===== src/rtl/switch_fabric_core_if.sv =====
// rtl/switch_fabric_core_if.sv - select, input and output bundle for the two 5x5 steering planes
interface switch_fabric_core_if #(
    parameter int P_DATA_WIDTH     = 34,
    parameter int P_FEEDBACK_WIDTH = 3
);
    logic [4:0]                  data_sel_0, data_sel_1, data_sel_2, data_sel_3, data_sel_4;
    logic [P_DATA_WIDTH-1:0]     data_in_0, data_in_1, data_in_2, data_in_3, data_in_4;
    logic [P_DATA_WIDTH-1:0]     data_out_0, data_out_1, data_out_2, data_out_3, data_out_4;
    logic [4:0]                  fb_sel_0, fb_sel_1, fb_sel_2, fb_sel_3, fb_sel_4;
    logic [P_FEEDBACK_WIDTH-1:0] feedback_in_0, feedback_in_1, feedback_in_2, feedback_in_3, feedback_in_4;
    logic [P_FEEDBACK_WIDTH-1:0] feedback_out_0, feedback_out_1, feedback_out_2, feedback_out_3, feedback_out_4;

    modport master (
        output data_sel_0, data_sel_1, data_sel_2, data_sel_3, data_sel_4,
        output data_in_0, data_in_1, data_in_2, data_in_3, data_in_4,
        input  data_out_0, data_out_1, data_out_2, data_out_3, data_out_4,
        output fb_sel_0, fb_sel_1, fb_sel_2, fb_sel_3, fb_sel_4,
        output feedback_in_0, feedback_in_1, feedback_in_2, feedback_in_3, feedback_in_4,
        input  feedback_out_0, feedback_out_1, feedback_out_2, feedback_out_3, feedback_out_4
    );

    modport slave (
        input  data_sel_0, data_sel_1, data_sel_2, data_sel_3, data_sel_4,
        input  data_in_0, data_in_1, data_in_2, data_in_3, data_in_4,
        output data_out_0, data_out_1, data_out_2, data_out_3, data_out_4,
        input  fb_sel_0, fb_sel_1, fb_sel_2, fb_sel_3, fb_sel_4,
        input  feedback_in_0, feedback_in_1, feedback_in_2, feedback_in_3, feedback_in_4,
        output feedback_out_0, feedback_out_1, feedback_out_2, feedback_out_3, feedback_out_4
    );
endinterface


===== src/rtl/switch_fabric_core.sv =====
// rtl/switch_fabric_core.sv - 5x5 data and feedback priority-mux planes; SWITCH_OUT_REG_EN adds an output register stage
module switch_fabric_core #(
    parameter int P_DATA_WIDTH     = 34,
    parameter int P_FEEDBACK_WIDTH = 3
) (
    input logic clk,
    input logic rst,
    switch_fabric_core_if.slave bus
);
    logic [4:0]                  data_sel     [5];
    logic [P_DATA_WIDTH-1:0]     data_in      [5];
    logic [P_DATA_WIDTH-1:0]     data_nxt     [5];
    logic [P_DATA_WIDTH-1:0]     data_out     [5];
    logic [4:0]                  fb_sel       [5];
    logic [P_FEEDBACK_WIDTH-1:0] feedback_in  [5];
    logic [P_FEEDBACK_WIDTH-1:0] feedback_nxt [5];
    logic [P_FEEDBACK_WIDTH-1:0] feedback_out [5];

    assign data_sel[0] = bus.data_sel_0;
    assign data_sel[1] = bus.data_sel_1;
    assign data_sel[2] = bus.data_sel_2;
    assign data_sel[3] = bus.data_sel_3;
    assign data_sel[4] = bus.data_sel_4;
    assign data_in[0]  = bus.data_in_0;
    assign data_in[1]  = bus.data_in_1;
    assign data_in[2]  = bus.data_in_2;
    assign data_in[3]  = bus.data_in_3;
    assign data_in[4]  = bus.data_in_4;
    assign fb_sel[0]   = bus.fb_sel_0;
    assign fb_sel[1]   = bus.fb_sel_1;
    assign fb_sel[2]   = bus.fb_sel_2;
    assign fb_sel[3]   = bus.fb_sel_3;
    assign fb_sel[4]   = bus.fb_sel_4;
    assign feedback_in[0] = bus.feedback_in_0;
    assign feedback_in[1] = bus.feedback_in_1;
    assign feedback_in[2] = bus.feedback_in_2;
    assign feedback_in[3] = bus.feedback_in_3;
    assign feedback_in[4] = bus.feedback_in_4;

    // Scan from the highest index down so the lowest set select bit is the last, winning assignment.
    always_comb begin
        for (int j = 0; j < 5; j++) begin
            data_nxt[j] = '0;
            for (int i = 4; i >= 0; i--) begin
                if (data_sel[j][i]) data_nxt[j] = data_in[i];
            end
        end
        for (int i = 0; i < 5; i++) begin
            feedback_nxt[i] = '0;
            for (int j = 4; j >= 0; j--) begin
                if (fb_sel[i][j]) feedback_nxt[i] = feedback_in[j];
            end
        end
    end

`ifdef SWITCH_OUT_REG_EN
    always_ff @(posedge clk or posedge rst) begin
        if (rst) begin
            for (int k = 0; k < 5; k++) begin
                data_out[k]     <= '0;
                feedback_out[k] <= '0;
            end
        end else begin
            for (int k = 0; k < 5; k++) begin
                data_out[k]     <= data_nxt[k];
                feedback_out[k] <= feedback_nxt[k];
            end
        end
    end
`else
    logic unused_clk_rst;
    assign unused_clk_rst = clk ^ rst;

    always_comb begin
        for (int k = 0; k < 5; k++) begin
            data_out[k]     = data_nxt[k];
            feedback_out[k] = feedback_nxt[k];
        end
    end
`endif

    assign bus.data_out_0 = data_out[0];
    assign bus.data_out_1 = data_out[1];
    assign bus.data_out_2 = data_out[2];
    assign bus.data_out_3 = data_out[3];
    assign bus.data_out_4 = data_out[4];
    assign bus.feedback_out_0 = feedback_out[0];
    assign bus.feedback_out_1 = feedback_out[1];
    assign bus.feedback_out_2 = feedback_out[2];
    assign bus.feedback_out_3 = feedback_out[3];
    assign bus.feedback_out_4 = feedback_out[4];
endmodule


===== src/flat_wrapper.sv =====
// flat-port wrapper written by rule: the top's interface ports become plain ports
module switch_fabric_core_flat 
#(
    parameter int P_DATA_WIDTH     = 34,
    parameter int P_FEEDBACK_WIDTH = 3
)
  (clk, rst, bus_data_sel_0, bus_data_sel_1, bus_data_sel_2, bus_data_sel_3, bus_data_sel_4, bus_data_in_0, bus_data_in_1, bus_data_in_2, bus_data_in_3, bus_data_in_4, bus_data_out_0, bus_data_out_1, bus_data_out_2, bus_data_out_3, bus_data_out_4, bus_fb_sel_0, bus_fb_sel_1, bus_fb_sel_2, bus_fb_sel_3, bus_fb_sel_4, bus_feedback_in_0, bus_feedback_in_1, bus_feedback_in_2, bus_feedback_in_3, bus_feedback_in_4, bus_feedback_out_0, bus_feedback_out_1, bus_feedback_out_2, bus_feedback_out_3, bus_feedback_out_4);
  switch_fabric_core_if #(.P_DATA_WIDTH(P_DATA_WIDTH), .P_FEEDBACK_WIDTH(P_FEEDBACK_WIDTH)) bus_i ();
  input logic clk;
  input logic rst;
  input wire logic [$bits(bus_i.data_sel_0)-1:0] bus_data_sel_0;
  input wire logic [$bits(bus_i.data_sel_1)-1:0] bus_data_sel_1;
  input wire logic [$bits(bus_i.data_sel_2)-1:0] bus_data_sel_2;
  input wire logic [$bits(bus_i.data_sel_3)-1:0] bus_data_sel_3;
  input wire logic [$bits(bus_i.data_sel_4)-1:0] bus_data_sel_4;
  input wire logic [$bits(bus_i.data_in_0)-1:0] bus_data_in_0;
  input wire logic [$bits(bus_i.data_in_1)-1:0] bus_data_in_1;
  input wire logic [$bits(bus_i.data_in_2)-1:0] bus_data_in_2;
  input wire logic [$bits(bus_i.data_in_3)-1:0] bus_data_in_3;
  input wire logic [$bits(bus_i.data_in_4)-1:0] bus_data_in_4;
  output wire logic [$bits(bus_i.data_out_0)-1:0] bus_data_out_0;
  output wire logic [$bits(bus_i.data_out_1)-1:0] bus_data_out_1;
  output wire logic [$bits(bus_i.data_out_2)-1:0] bus_data_out_2;
  output wire logic [$bits(bus_i.data_out_3)-1:0] bus_data_out_3;
  output wire logic [$bits(bus_i.data_out_4)-1:0] bus_data_out_4;
  input wire logic [$bits(bus_i.fb_sel_0)-1:0] bus_fb_sel_0;
  input wire logic [$bits(bus_i.fb_sel_1)-1:0] bus_fb_sel_1;
  input wire logic [$bits(bus_i.fb_sel_2)-1:0] bus_fb_sel_2;
  input wire logic [$bits(bus_i.fb_sel_3)-1:0] bus_fb_sel_3;
  input wire logic [$bits(bus_i.fb_sel_4)-1:0] bus_fb_sel_4;
  input wire logic [$bits(bus_i.feedback_in_0)-1:0] bus_feedback_in_0;
  input wire logic [$bits(bus_i.feedback_in_1)-1:0] bus_feedback_in_1;
  input wire logic [$bits(bus_i.feedback_in_2)-1:0] bus_feedback_in_2;
  input wire logic [$bits(bus_i.feedback_in_3)-1:0] bus_feedback_in_3;
  input wire logic [$bits(bus_i.feedback_in_4)-1:0] bus_feedback_in_4;
  output wire logic [$bits(bus_i.feedback_out_0)-1:0] bus_feedback_out_0;
  output wire logic [$bits(bus_i.feedback_out_1)-1:0] bus_feedback_out_1;
  output wire logic [$bits(bus_i.feedback_out_2)-1:0] bus_feedback_out_2;
  output wire logic [$bits(bus_i.feedback_out_3)-1:0] bus_feedback_out_3;
  output wire logic [$bits(bus_i.feedback_out_4)-1:0] bus_feedback_out_4;
  assign bus_i.data_sel_0 = bus_data_sel_0;
  assign bus_i.data_sel_1 = bus_data_sel_1;
  assign bus_i.data_sel_2 = bus_data_sel_2;
  assign bus_i.data_sel_3 = bus_data_sel_3;
  assign bus_i.data_sel_4 = bus_data_sel_4;
  assign bus_i.data_in_0 = bus_data_in_0;
  assign bus_i.data_in_1 = bus_data_in_1;
  assign bus_i.data_in_2 = bus_data_in_2;
  assign bus_i.data_in_3 = bus_data_in_3;
  assign bus_i.data_in_4 = bus_data_in_4;
  assign bus_data_out_0 = bus_i.data_out_0;
  assign bus_data_out_1 = bus_i.data_out_1;
  assign bus_data_out_2 = bus_i.data_out_2;
  assign bus_data_out_3 = bus_i.data_out_3;
  assign bus_data_out_4 = bus_i.data_out_4;
  assign bus_i.fb_sel_0 = bus_fb_sel_0;
  assign bus_i.fb_sel_1 = bus_fb_sel_1;
  assign bus_i.fb_sel_2 = bus_fb_sel_2;
  assign bus_i.fb_sel_3 = bus_fb_sel_3;
  assign bus_i.fb_sel_4 = bus_fb_sel_4;
  assign bus_i.feedback_in_0 = bus_feedback_in_0;
  assign bus_i.feedback_in_1 = bus_feedback_in_1;
  assign bus_i.feedback_in_2 = bus_feedback_in_2;
  assign bus_i.feedback_in_3 = bus_feedback_in_3;
  assign bus_i.feedback_in_4 = bus_feedback_in_4;
  assign bus_feedback_out_0 = bus_i.feedback_out_0;
  assign bus_feedback_out_1 = bus_i.feedback_out_1;
  assign bus_feedback_out_2 = bus_i.feedback_out_2;
  assign bus_feedback_out_3 = bus_i.feedback_out_3;
  assign bus_feedback_out_4 = bus_i.feedback_out_4;
  switch_fabric_core #(.P_DATA_WIDTH(P_DATA_WIDTH), .P_FEEDBACK_WIDTH(P_FEEDBACK_WIDTH)) u_core (.clk(clk), .rst(rst), .bus(bus_i));
endmodule

===== config.mk =====
export PLATFORM = sky130hd
export DESIGN_NAME = switch_fabric_core_flat
export DESIGN_NICKNAME = d
export VERILOG_FILES = /design/src/rtl/switch_fabric_core_if.sv /design/src/rtl/switch_fabric_core.sv /design/src/flat_wrapper.sv
export SDC_FILE = /design/constraint.sdc
export NUM_CORES = 1
export LEC_CHECK = 0
export CORE_AREA = 2 2 166 168
export DETAILED_ROUTE_END_ITERATION = 12
export DIE_AREA = 0 0 168 170
export MAX_ROUTING_LAYER = met4
export PLACE_DENSITY = 0.57
export SETUP_SLACK_MARGIN = 0.15
export SLEW_MARGIN = 20
export SYNTH_ARGS = -nofsm -noshare
export SYNTH_HDL_FRONTEND = slang
export SYNTH_SLANG_ARGS = --single-unit

===== constraint.sdc =====
create_clock -name vclk -period 1.15
set_input_delay 0.115 -clock vclk [all_inputs]
set_output_delay 0.115 -clock vclk [all_outputs]
set_load 0.02 [all_outputs]

Word-level counts from Yosys, hierarchy flattened. Index checks and enable logic that the tools add are counted.

Add/sub/neg operators: 0. Multiply operators: 0. Divide/modulo/power cells: 0. $lt $le $gt $ge: 0. Eq/ne operators: 0. Shift operators: 0. Muxes and demuxes: 50. Bitwise logic cells: 0. Reduce and logical (&&, ||, !) cells: 0.

Operators with widths (count): $mux W34 (25); $mux W3 (25).

Register bits: 0. Bits in latches: 0. Bits in writable memories: 0. Memory bits (read-only): 0. Input bits: 237. Output and inout port bits: 185. Word-level logic and storage cells: 50. Memories kept: 0.

Longest topological paths before layout.
Word-level depth: 5. Depth in mapped cells: 6. Mapped depth without buffers: 3.

Worst setup path after synthesis. No wires, ideal clock.

Kind: input -> output. Start: input port bus_data_sel_4[3]. End: output port bus_data_out_4[10]. Data arrival time: 1.188 ns. Required time: 1.035 ns. Path slack: -0.153 ns. Cell stages on the path: 5. Path buffers: 2. Cell sequence: buf_6 -> nor3b_4 -> buf_6 -> a21oi_1 -> a31oi_1.

Cells in the longest elaborated chain, start to end: 4.

Ends and longest elaborated chain: start: declaration (line flat_wrapper.sv:15) `input wire logic [$bits(bus_i.data_sel_4)-1:0] bus_data_sel_4;`; $mux W34 (4 in a row) (line switch_fabric_core.sv:45) `if (data_sel[j][i]) data_nxt[j] = data_in[i];`; end: declaration (line flat_wrapper.sv:25) `output wire logic [$bits(bus_i.data_out_4)-1:0] bus_data_out_4;`.

No other way between the ends.

Final worst setup path.
Start: input port bus_data_sel_2[3]. End: output port bus_data_out_2[32].

Cells in the longest elaborated chain, start to end: 4.

Ends and longest elaborated chain: start: declaration (line flat_wrapper.sv:13) `input wire logic [$bits(bus_i.data_sel_2)-1:0] bus_data_sel_2;`; $mux W34 (4 in a row) (line switch_fabric_core.sv:45); end: declaration (line flat_wrapper.sv:23) `output wire logic [$bits(bus_i.data_out_2)-1:0] bus_data_out_2;`.

No other way between the ends.

==> out/results.txt <==
status: complete, but fails checks
failing checks: setup timing
Row Count: 60
DR iter-0 viols: 911
fin cells: 2004
Initial Utilization: 26.1%
initial antenna violation count: 8
cell area after layout: 0.0196 mm^2
Hold Path Sink: bus_data_out_1[33]
Slew @ Worst Pin: 0.542 ns
DRT Pass-1 Iters: 6
core footprint: 0.0267 mm^2
average size of a mapped cell: 6.47 um^2
fin crit share: 125%
register area: 0 um^2
# IOs: 422
max incr delay on CP: 0.23 ns
clock buf count: 0
hold_buf cts: 0
Peak VDD IR: 0.374 mV
wirelength, routed: 57700 um
FFs & Latches: 0
die area: 0.0286 mm^2
Hold Vio Cnt, Final: 0
Power, Total: 0.00971 W
crit-path max FO: 5
power per standard cell area: 495 mW/mm^2
Syn Inst Count: 1077
Die X: 168 um
RSZ-0062 raised after global routing: true
top-count cell post-synth: nand2_1
setup ws final: -0.288 ns
Slew HR: 63.9%
final RePlAce weighted congestion: 0.905
min-delay src: bus_data_sel_1[4]
share of the synthesized area in the top cell type: 21.1%
minimum clock period: 1.44 ns
synthesized area: 0.00697 mm^2
Req. time, crit path: 1.03 ns
final setup violation count: 168
post-synthesis cell type count: 26
DP Area: 0.0162 mm^2
layout cells sized above 1: 64.4%
CP dominant cell by count: buf_6
Pleak: 7.78 nW
maxcap violations: 0
Final ANT Viol Nets: 0
Port Buf Inserts: 420
Filler Cells Inserted: 1938
Max Fclk: 695 MHz
area leader, netlist: mux2i_1
worst min path class: in -> out
routed length per placed instance: 28.8 um
Crit-path slowest cell: nor3b_4
CP Class: in -> out
fin util: 73.6%
most instantiated cells after synthesis: nand2_1 (192), a31oi_1 (174), mux2i_1 (147), a22oi_1 (144), nand2b_1 (132)
Worst Setup End Kind: output port
Final Max Tran Viols: 0
gr ovfl total: 0
DP Wirelength: 38900 um
global-route wire length before repair: 84300 um
largest net degree at the start of global routing: 43
yosys warns: 0
Buf/Inv on CP: 6
crit-path cells: buf_8 -> nor3b_4 -> buf_6 -> buf_6 -> buf_12 -> buf_6 -> nand2_4 -> a31oi_4 -> buf_6
fin nets: 1894
aggregate global-route resource usage: 39.8%
Mapped Nets: 1314
pre-CTS setup slack: -1.22 ns
total placed cells including tap cells: 1910
Synth area leaders: mux2i_1 (21%), a31oi_1 (16%), a22oi_1 (16%)
vias in the first global route: 12900
Remaining DRCs: 0
die extent in y: 170 um
area of the multi-input gates: 0.0111 mm^2
via count: 12300
crit path DAT: 1.32 ns
CP top delay family: buffers and inverters
via/cell ratio: 6.15
hold path depth: 4
Area Overhead vs Synth: 181%
sequential share of the synthesized area: 0%
Worst setup SP type: input port
## metrics by stage
step	TNS, ns	hold slack (ns)
detailed placement	-187.53	0.921
global route	-35.17	0.653
floorplan	-3.53	0.379
finish	-28.73	0.637
global placement	-187.07	0.917
CTS	-25.50	0.644
## report_power, final
group	total (W)	leakage [nW]	switching (W)	internal, W
Clock	0.000000000936	0.0000507	0	0.000000000936
Combinational	0.00971	7.78	0.00512	0.00460
Sequential	0	0	0	0
Total	0.00971	7.78	0.00512	0.00460
## layout by cell type (no fill, tap or decap), drive strengths merged, types with 2 or more instances in the layout
cell           netlist  routed
a2111oi              4       4
a21oi               34      34
a221o                4       4
a22oi              144     144
a31oi              174     174
a41oi                7       7
buf                 69     500
clkbuf              40       5
clkdlybuf4s15        0      17
clkdlybuf4s50        0       9
diode                0       8
dlygate4sd2          0     153
dlymetal6s2s         0       2
mux2i              147     147
nand2              192     192
nand2b             132     132
nand3b              45      45
nor2                13      13
nor2b                8       8
nor3b               10      10
o22ai               33      33
or2b                16      16
## per-layer routing
metal	GRT usage (%)	routed length [um]	up-vias
met5	-	0	-
met4	17.2	2490	0
met3	6.28	4650	153
met2	65.0	27400	774
met1	48.7	23100	6056
li1	-	-	5343
## cell type report
cell class,instances,share of cell area (%)
multi-input cells,966,56.7
repair buffers,687,41.0
well taps,341,2.18
diodes,8,0.102
inverters,2,0.0447
## repair_timing
action | CTS | global route
setup endpoints to repair | 185 | 185
pin swaps | 178 | 80
resized for setup | 1861 | 109
buffers inserted | 47 | 12
cloned | 27 | 0
## worst max path at each step
stage | start | endpoint | slack [ns] | cells past startpoint
global route | bus_data_sel_2[3] | bus_data_out_2[32] | -0.32 | 9
floorplan | bus_data_sel_4[3] | bus_data_out_4[19] | -0.14 | 5
finish | bus_data_sel_2[3] | bus_data_out_2[32] | -0.29 | 9
global placement | bus_data_sel_3[3] | bus_data_out_3[0] | -1.22 | 6
CTS | bus_data_sel_3[3] | bus_data_out_3[11] | -0.26 | 9
detailed placement | bus_data_sel_3[3] | bus_data_out_3[0] | -1.22 | 6
## kinds of logic (layout without fill, tap and decap cells)
| group | after synthesis | after routing | synth area share, % |
|---|---|---|---|
| and+or+nand+nor | 418 | 418 | 32.3 |
| AOI/OAI and AO/OA | 401 | 401 | 38.6 |
| other | 0 | 8 | 0 |
| buffers and inverters | 111 | 689 | 7.99 |
| muxes | 147 | 147 | 21.1 |
Power figures use the tool's default switching activity.
